## src/rtl/seq_alu_core.sv

```systemverilog
// seq_alu_core: registered ALU with valid/ready handshakes on both sides.
// Single-cycle ops (add/sub/shift/rotate/logic/compare) finish one edge after accept.
// Multiply (shift-add) and divide (restoring) take WIDTH+1 edges.
// Configuration macro: SEQ_ALU_DIV_EN enables the divider. Without it, opcode 0011
// finishes in one cycle and flags an illegal op with carry_flag=1.
module seq_alu_core #(
  parameter int WIDTH = 8
) (
  input  logic             clk,
  input  logic             reset,
  input  logic [WIDTH-1:0] input_a,
  input  logic [WIDTH-1:0] input_b,
  input  logic [3:0]       operation_select,
  input  logic             start_valid,
  output logic             start_ready,
  output logic [WIDTH-1:0] result_output,
  output logic [WIDTH-1:0] result_high,
  output logic             carry_flag,
  output logic             zero_flag,
  output logic             result_valid,
  input  logic             result_ready
);

  localparam int CW = $clog2(WIDTH + 1);
  localparam logic [CW-1:0] LAST = CW'(WIDTH);

`ifdef SEQ_ALU_DIV_EN
  typedef enum logic [1:0] {S_IDLE = 2'd0, S_MUL = 2'd1, S_DONE = 2'd2, S_DIV = 2'd3} state_e;
`else
  typedef enum logic [1:0] {S_IDLE = 2'd0, S_MUL = 2'd1, S_DONE = 2'd2} state_e;
`endif

  state_e state_q, state_d;

  // Iteration registers: acc_q is the running high half / partial remainder,
  // lo_q starts as operand A and ends as the low product / quotient.
  logic [WIDTH-1:0] acc_q, lo_q, b_q;
  logic [CW-1:0]    cnt_q;
  logic [WIDTH-1:0] res_q, high_q;
  logic             carry_q, zero_q;

  logic             accept, is_mul, is_div;
  logic [WIDTH-1:0] sc_res;
  logic             sc_carry;
  logic [WIDTH:0]   sum_w, diff_w;
  logic [WIDTH:0]   mul_sum;

  assign accept = (state_q == S_IDLE) && start_valid;
  assign is_mul = (operation_select == 4'h2);
`ifdef SEQ_ALU_DIV_EN
  assign is_div = (operation_select == 4'h3);
`else
  assign is_div = 1'b0;
`endif

  // State register; reset aborts any sequence in progress.
  // NOTE: sequential state uses non-blocking assignments so every register samples pre-edge values.
  always_ff @(posedge clk or posedge reset) begin
    if (reset) state_q <= S_IDLE;
    else       state_q <= state_d;
  end

  // Next-state logic.
  // NOTE: state_d gets a default first so no path through the case infers a latch.
  always_comb begin
    state_d = state_q;
    unique case (state_q)
      S_IDLE: if (start_valid) state_d = is_mul ? S_MUL : (is_div ? state_e'(2'd3) : S_DONE);
      S_MUL:  if (cnt_q == LAST) state_d = S_DONE;
`ifdef SEQ_ALU_DIV_EN
      S_DIV:  if (cnt_q == LAST) state_d = S_DONE;
`endif
      S_DONE: if (result_ready) state_d = S_IDLE;
      default: state_d = S_IDLE;
    endcase
  end

  // Handshake outputs decoded from state.
  always_comb begin
    start_ready  = (state_q == S_IDLE);
    result_valid = (state_q == S_DONE);
  end

  // Single-cycle result computed straight from the operands being accepted.
  always_comb begin
    sc_res   = '0;
    sc_carry = 1'b0;
    sum_w    = {1'b0, input_a} + {1'b0, input_b};
    diff_w   = {1'b0, input_a} - {1'b0, input_b};
    case (operation_select)
      4'h0: begin sc_res = sum_w[WIDTH-1:0];  sc_carry = sum_w[WIDTH];  end
      4'h1: begin sc_res = diff_w[WIDTH-1:0]; sc_carry = diff_w[WIDTH]; end
`ifndef SEQ_ALU_DIV_EN
      4'h3: begin sc_res = '0; sc_carry = 1'b1; end
`endif
      4'h4: begin sc_res = {input_a[WIDTH-2:0], 1'b0}; sc_carry = input_a[WIDTH-1]; end
      4'h5: begin sc_res = {1'b0, input_a[WIDTH-1:1]}; sc_carry = input_a[0]; end
      4'h6: sc_res = {input_a[WIDTH-2:0], input_a[WIDTH-1]};
      4'h7: sc_res = {input_a[0], input_a[WIDTH-1:1]};
      4'h8: sc_res = input_a & input_b;
      4'h9: sc_res = input_a | input_b;
      4'hA: sc_res = input_a ^ input_b;
      4'hB: sc_res = ~(input_a | input_b);
      4'hC: sc_res = ~(input_a & input_b);
      4'hD: sc_res = ~(input_a ^ input_b);
      4'hE: sc_res = {{(WIDTH-1){1'b0}}, (input_a > input_b)};
      4'hF: sc_res = {{(WIDTH-1){1'b0}}, (input_a == input_b)};
      default: ;
    endcase
  end

  // One shift-add step: add B when the multiplier LSB is set, then shift the pair right.
  assign mul_sum = {1'b0, acc_q} + (lo_q[0] ? {1'b0, b_q} : '0);

`ifdef SEQ_ALU_DIV_EN
  logic [WIDTH:0]   div_shift;
  logic             div_ge;
  logic [WIDTH-1:0] div_rem;
  // One restoring step: shift in the next dividend bit, subtract B if it fits.
  // Divide by zero falls out naturally: every step "fits", giving all-ones and remainder A.
  assign div_shift = {acc_q, lo_q[WIDTH-1]};
  assign div_ge    = (div_shift >= {1'b0, b_q});
  assign div_rem   = div_shift[WIDTH-1:0] - b_q;
`endif

  // Datapath: capture operands on accept, iterate, and register final results with flags.
  // NOTE: all datapath registers are reset so outputs read zero straight out of reset.
  always_ff @(posedge clk or posedge reset) begin
    if (reset) begin
      acc_q   <= '0;
      lo_q    <= '0;
      b_q     <= '0;
      cnt_q   <= '0;
      res_q   <= '0;
      high_q  <= '0;
      carry_q <= 1'b0;
      zero_q  <= 1'b0;
    end else begin
      unique case (state_q)
        S_IDLE: if (accept) begin
          acc_q <= '0;
          lo_q  <= input_a;
          b_q   <= input_b;
          cnt_q <= '0;
          if (!is_mul && !is_div) begin
            res_q   <= sc_res;
            high_q  <= '0;
            carry_q <= sc_carry;
            zero_q  <= (sc_res == '0);
          end
        end
        S_MUL: begin
          if (cnt_q == LAST) begin
            res_q   <= lo_q;
            high_q  <= acc_q;
            carry_q <= |acc_q;
            zero_q  <= (lo_q == '0);
          end else begin
            acc_q <= mul_sum[WIDTH:1];
            lo_q  <= {mul_sum[0], lo_q[WIDTH-1:1]};
            cnt_q <= cnt_q + CW'(1);
          end
        end
`ifdef SEQ_ALU_DIV_EN
        S_DIV: begin
          if (cnt_q == LAST) begin
            res_q   <= lo_q;
            high_q  <= acc_q;
            carry_q <= (b_q == '0);
            zero_q  <= (lo_q == '0);
          end else begin
            acc_q <= div_ge ? div_rem : div_shift[WIDTH-1:0];
            lo_q  <= {lo_q[WIDTH-2:0], div_ge};
            cnt_q <= cnt_q + CW'(1);
          end
        end
`endif
        default: ;
      endcase
    end
  end

  assign result_output = res_q;
  assign result_high   = high_q;
  assign carry_flag    = carry_q;
  assign zero_flag     = zero_q;

endmodule

```

## config.mk

```make
export PLATFORM = sky130hd
export DESIGN_NAME = seq_alu_core
export DESIGN_NICKNAME = d
export VERILOG_FILES = /design/src/rtl/seq_alu_core.sv
export SDC_FILE = /design/constraint.sdc
export NUM_CORES = 1
export LEC_CHECK = 0
export CAP_MARGIN = 30
export CORE_MARGIN = 5
export CORE_UTILIZATION = 58
export DETAILED_ROUTE_END_ITERATION = 7
export PLACE_DENSITY = 0.88
export SLEW_MARGIN = 20
export SYNTH_ARGS = -nofsm -noshare
export SYNTH_HDL_FRONTEND = slang
export SYNTH_SLANG_ARGS = --single-unit
```

## constraint.sdc

```tcl
create_clock -name clk -period 3.1 [get_ports clk]
set_clock_uncertainty 0.15 [all_clocks]
set_input_delay 0.465 -clock clk [delete_from_list [all_inputs] [get_ports clk]]
set_output_delay 0.465 -clock clk [all_outputs]
set_load 0.03 [all_outputs]
```

# == After elaboration in Yosys (flattened, before gate mapping) ==
# Index checks and enable logic that the tools add are counted.
# word_totals
word_cells,89
reg_bits,48
out_inout_bits,20
# op_classes
add_sub_neg,4
n_eq_ne,25
bitwise,6
magnitude_cmp,1
n_mux,33
n_reduce_logical,11
# ops
op,count
case mux 8 bit (14 select lines),1
2-to-1 mux 8 bit,11
case mux 8 bit (2 select lines),4
equality test 4 bit (second input constant),9
inverter 8 bit,3
adder 8 x 8 -> 9 bit,2
equality test 4 x 3 -> 1 bit (second input constant),4
logical NOT 8 bit,2
subtractor 8 x 8 -> 9 bit,1
AND 8 bit,1
equality test 4 x 2 -> 1 bit (second input constant),2
equality test 8 bit,1
> comparator 8 bit,1
2-to-1 mux 2 bit,4
2-to-1 mux 4 bit,2
!= test 2 bit (second input constant),4
bitwise OR 8 bit,1
case mux 4 bit (2 select lines),1
OR reduction 8 bit,1
XOR 8 bit,1
2-to-1 mux 1 bit,6
case mux 2 bit (3 select lines),1
AND reduction 3 bit,2
case mux 1 bit (5 select lines),1
other kinds (12),14

# == Depth between registers and ports, before layout ==
# logic_depth
word_depth,7
mapped_depth,11
mapped_depth_nobuf,11

# == Worst setup path before layout ==
# OpenSTA, ideal clock, no wires.
# synth_path
kind,input-to-reg
startpoint,input input_a[0]
endpoint,register zero_q (netlist: zero_flag)
required_ns,2.884
setup_slack_ns,0.042
path_buffers,0
path_stages,11
arrival_time_ns,2.841
cell_sequence,inv_1 > ha_1 > inv_1 > fa_1 > nor3b_2 > nor3_1 > o221ai_1 > a221o_1 > or4_4 > nor4_2 > a41o_1
# synth_between
elab_chain_cells,7
# synth_lines
element,line_no,text
"start, declared",11,"input logic [WIDTH-1:0] input_a,"
"parallel branches: the longest is 2 deep, another holds subtractor 8 x 8 -> 9 bit",n/a,
case mux 8 bit (14 select lines) (*),90,case (operation_select)
logical NOT 8 bit (*),149,zero_q <= (sc_res == '0);
2-to-1 mux 1 bit (*),145,if (!is_mul && !is_div) begin
2-to-1 mux 1 bit (*),140,S_IDLE: if (accept) begin
case mux 1 bit (2 select lines) (*),139,unique case (state_q)
"end signal, assigned",149,
"end signal, assigned",157,zero_q <= (lo_q == '0);
"end, declared",40,"logic carry_q, zero_q;"
# Every way passes the cells marked *. The select of a mux whose other input is x is not followed.
# A chain may end at the register's enable or synchronous reset.

# == Worst setup path after layout ==
# layout_path
startpoint,input input_a[4]
endpoint,register zero_q (netlist: zero_flag)
# Same word-level chain as after synthesis.

==> flow_summary.ini <==
[floorplan]
ioPinCount = 44
initial_utilization = 0.602
core_mm2 = 0.00687
die_h_um = 94.5
dieArea_mm2 = 0.00892
die_x_um = 94.5
rows = 30

[sta]
relSlewSlack = 0.459
worstMarginPinSlew_ps = 811
finalCriticalPeriod_ps = 3000
rsz0062_at_grt = false
slew_violations = 0
fmax_mhz = 334
hold_viol_final = 0
min_period_over_period = 0.967
setup_viol = 0
fin_setup_tns_ps = 0

[pwr]
vdd_drop_max_v = 0.000359
power.density_mw_per_mm2 = 447
p_leak_uw = 0.00258
power_uw = 2450

[final_layout]
final_area_mm2 = 0.00549
final_nets = 704
drive_above_1_share = 0.216
final_util = 0.799
stdcell_count = 740
antenna_cells = 0
area_delta_synth_final_pct = 32.7

[cts]
clockBufferDepth = 2
cts.sinks = 48
cts_tree = done
cts_buffers = 5
clock_latency_ps = 300
path_clk_slew_ps = 90
cts_root_buf = clkbuf_8
cts_max_level = 2

[synth]
synth_top_cells_by_area = dfrtp_1 (29%), ha_1 (10%), nand2_1 (5.9%)
ys_ff_latch = 48
synthFlopType = dfrtp_1
syn_area_per_cell_um2 = 7.82
synth_warnings = 0
syn_nets = 590
async_flop_share = 1.00
synth_common_cells = nand2_1 (65), nor2_1 (49), dfrtp_1 (48)
netlist.area_leader.share = 0.290
synth_most_common_cell = nand2_1
synth_edf_count = 0
synthCells = 529
synth_top_cell_by_area = dfrtp_1
netlist_area_mm2 = 0.00414
synth_cell_type_count = 72
seq_area_frac_synth = 0.290

[critical_path]
cp_top_family = compound AO/OA/AOI/OAI gates
cp_cell_sequence = clkdlybuf4s50_1 -> buf_4 -> ha_1 -> or3b_1 -> a311oi_1 -> a21oi_1 -> a21boi_1 -> a21bo_2 -> a211oi_2 -> buf_4 -> a41o_1
crit_start = input_a[4]
cpMostUsedCell = buf_4
regToRegSetupSlack_ps = 390
rr_endpoint = acc_q[7]
crit_type = input port to flip-flop
crit_required_ps = 3180
end_kind = flip-flop
worst_path_largest_cell_delay_ps = 420
regToRegStartpoint = lo_q[0]
slowest_stage = clkdlybuf4s50_1
crit_fanout = 3
critPathBufInv = 3
reg2regPathDepth = 10
arrival_ps = 3080
startpoint_type = input port

[worst_hold_path]
hold_path.startpoint = b_q[4]
hold_path_end = b_q[4]
worstHoldPathCells = 2
hold_path_class = flip-flop to flip-flop

[place]
placed_cell_area_mm2 = 0.00524
placed_cells = 728
port_buffers = 43
hpwl_mm = 10.9
gp_congestion = 1.00

[grt]
overflow = 0
grt_max_degree = 49
antenna_found_initial = 0
grt_pass1_wl_mm = 22.3
grt.total_usage = 0.318
first_global_vias = 4467

[routing]
ant_nets = 0
first_pass_iters = 5
drt_wl_total_mm = 13.7
avgViaCountPerCell = 6.21
num_vias = 4597
drcViolationCount = 0
first_iter_violations = 477
wire_per_inst_um = 18.5

[run_status]
outcome = finished clean

[run]
drv_cap = 0
placed cells by master (no fill, tap or decap), drive strengths merged, types with 5 or more instances in the layout:
master	n
inv	32
clkdlybuf4s50	35
a21oi	44
xnor2	6
o31ai	5
dlygate4sd2	6
xor2	6
o21ai	44
dfrtp	48
ha	34
nor3	8
and2	10
a21o	5
nand3	23
nor4	12
clkbuf	5
mux2i	6
o21bai	7
nor2b	9
a211oi	7
nor2	49
buf	98
nand2b	5
nand2	66
state kept, by name, indices dropped and copies added, names as in the netlist:
name,cells
state_q,2
cnt_q,4
lo_q,8
result_high,8
result_output,8
carry_flag,1
b_q,8
zero_flag,1
acc_q,8
stage by stage:
stage / setup WS [ps] / hold WS (ps)
finish: 104 / 334
global route: 27.4 / 369
CTS: 2.83 / 335
detailed placement: -549 / 313
global placement: -505 / 300
floorplan: 42.1 / 292
how the worst max path moves through the flow:
stage	slack (ps)	end	cells past startpoint
after floorplan	40	zero_flag	11
after global placement	-500	result_output[0]	11
after detailed placement	-550	result_output[0]	11
after CTS	3	zero_flag	13
after global routing	30	zero_flag	13
final	100	zero_flag	11
tightest hold or removal path: stages (launching register included):
cell     delay (ps)
dfrtp_1         350
nand2_1          40
o21ai_0          60
timing repair:
item	4_1_cts	5_1_grt
setup buffers	3	1
resized for setup	35	3
pin swaps	11	7
gates cloned	0	0
hold buffers	0	0
endpoints found under the setup margin	4	2
area by class of cell:
type	instances	area, um2
Tap cell	96	120
Timing Repair Buffer	139	1150
Inverter	32	121
Multi-Input combinational cell	417	2760
Sequential cell	48	1200
Fill cell	474	1380
Clock inverter	3	68.8
Clock buffer	5	68.8
report_power, final:
group	internal (uW)	switching [uW]	leakage, uW	total, uW
clock network	325	215	0.0000687	540
logic	463	586	0.00189	1050
registers	750	114	0.000619	864
logic make-up (layout without fill, tap and decap cells):
group | count (synthesis) | in the layout | synth area share
flops | 48 | 48 | 0.290
compound gates | 156 | 156 | 0.241
mux | 7 | 7 | 0.0172
xor+xnor | 12 | 12 | 0.0254
fa+ha+maj | 37 | 37 | 0.117
buf+inv | 64 | 179 | 0.0665
simple gates | 205 | 205 | 0.242
per-layer routing:
layer	GRT usage	vias to the layer above	part of all wire
li1	-	2115	-
met1	0.408	2177	0.40
met2	0.531	265	0.48
met3	0.0534	40	0.086
met4	0.127	0	0.037
met5	0	-	0
(Power assumes the default switching activity.)
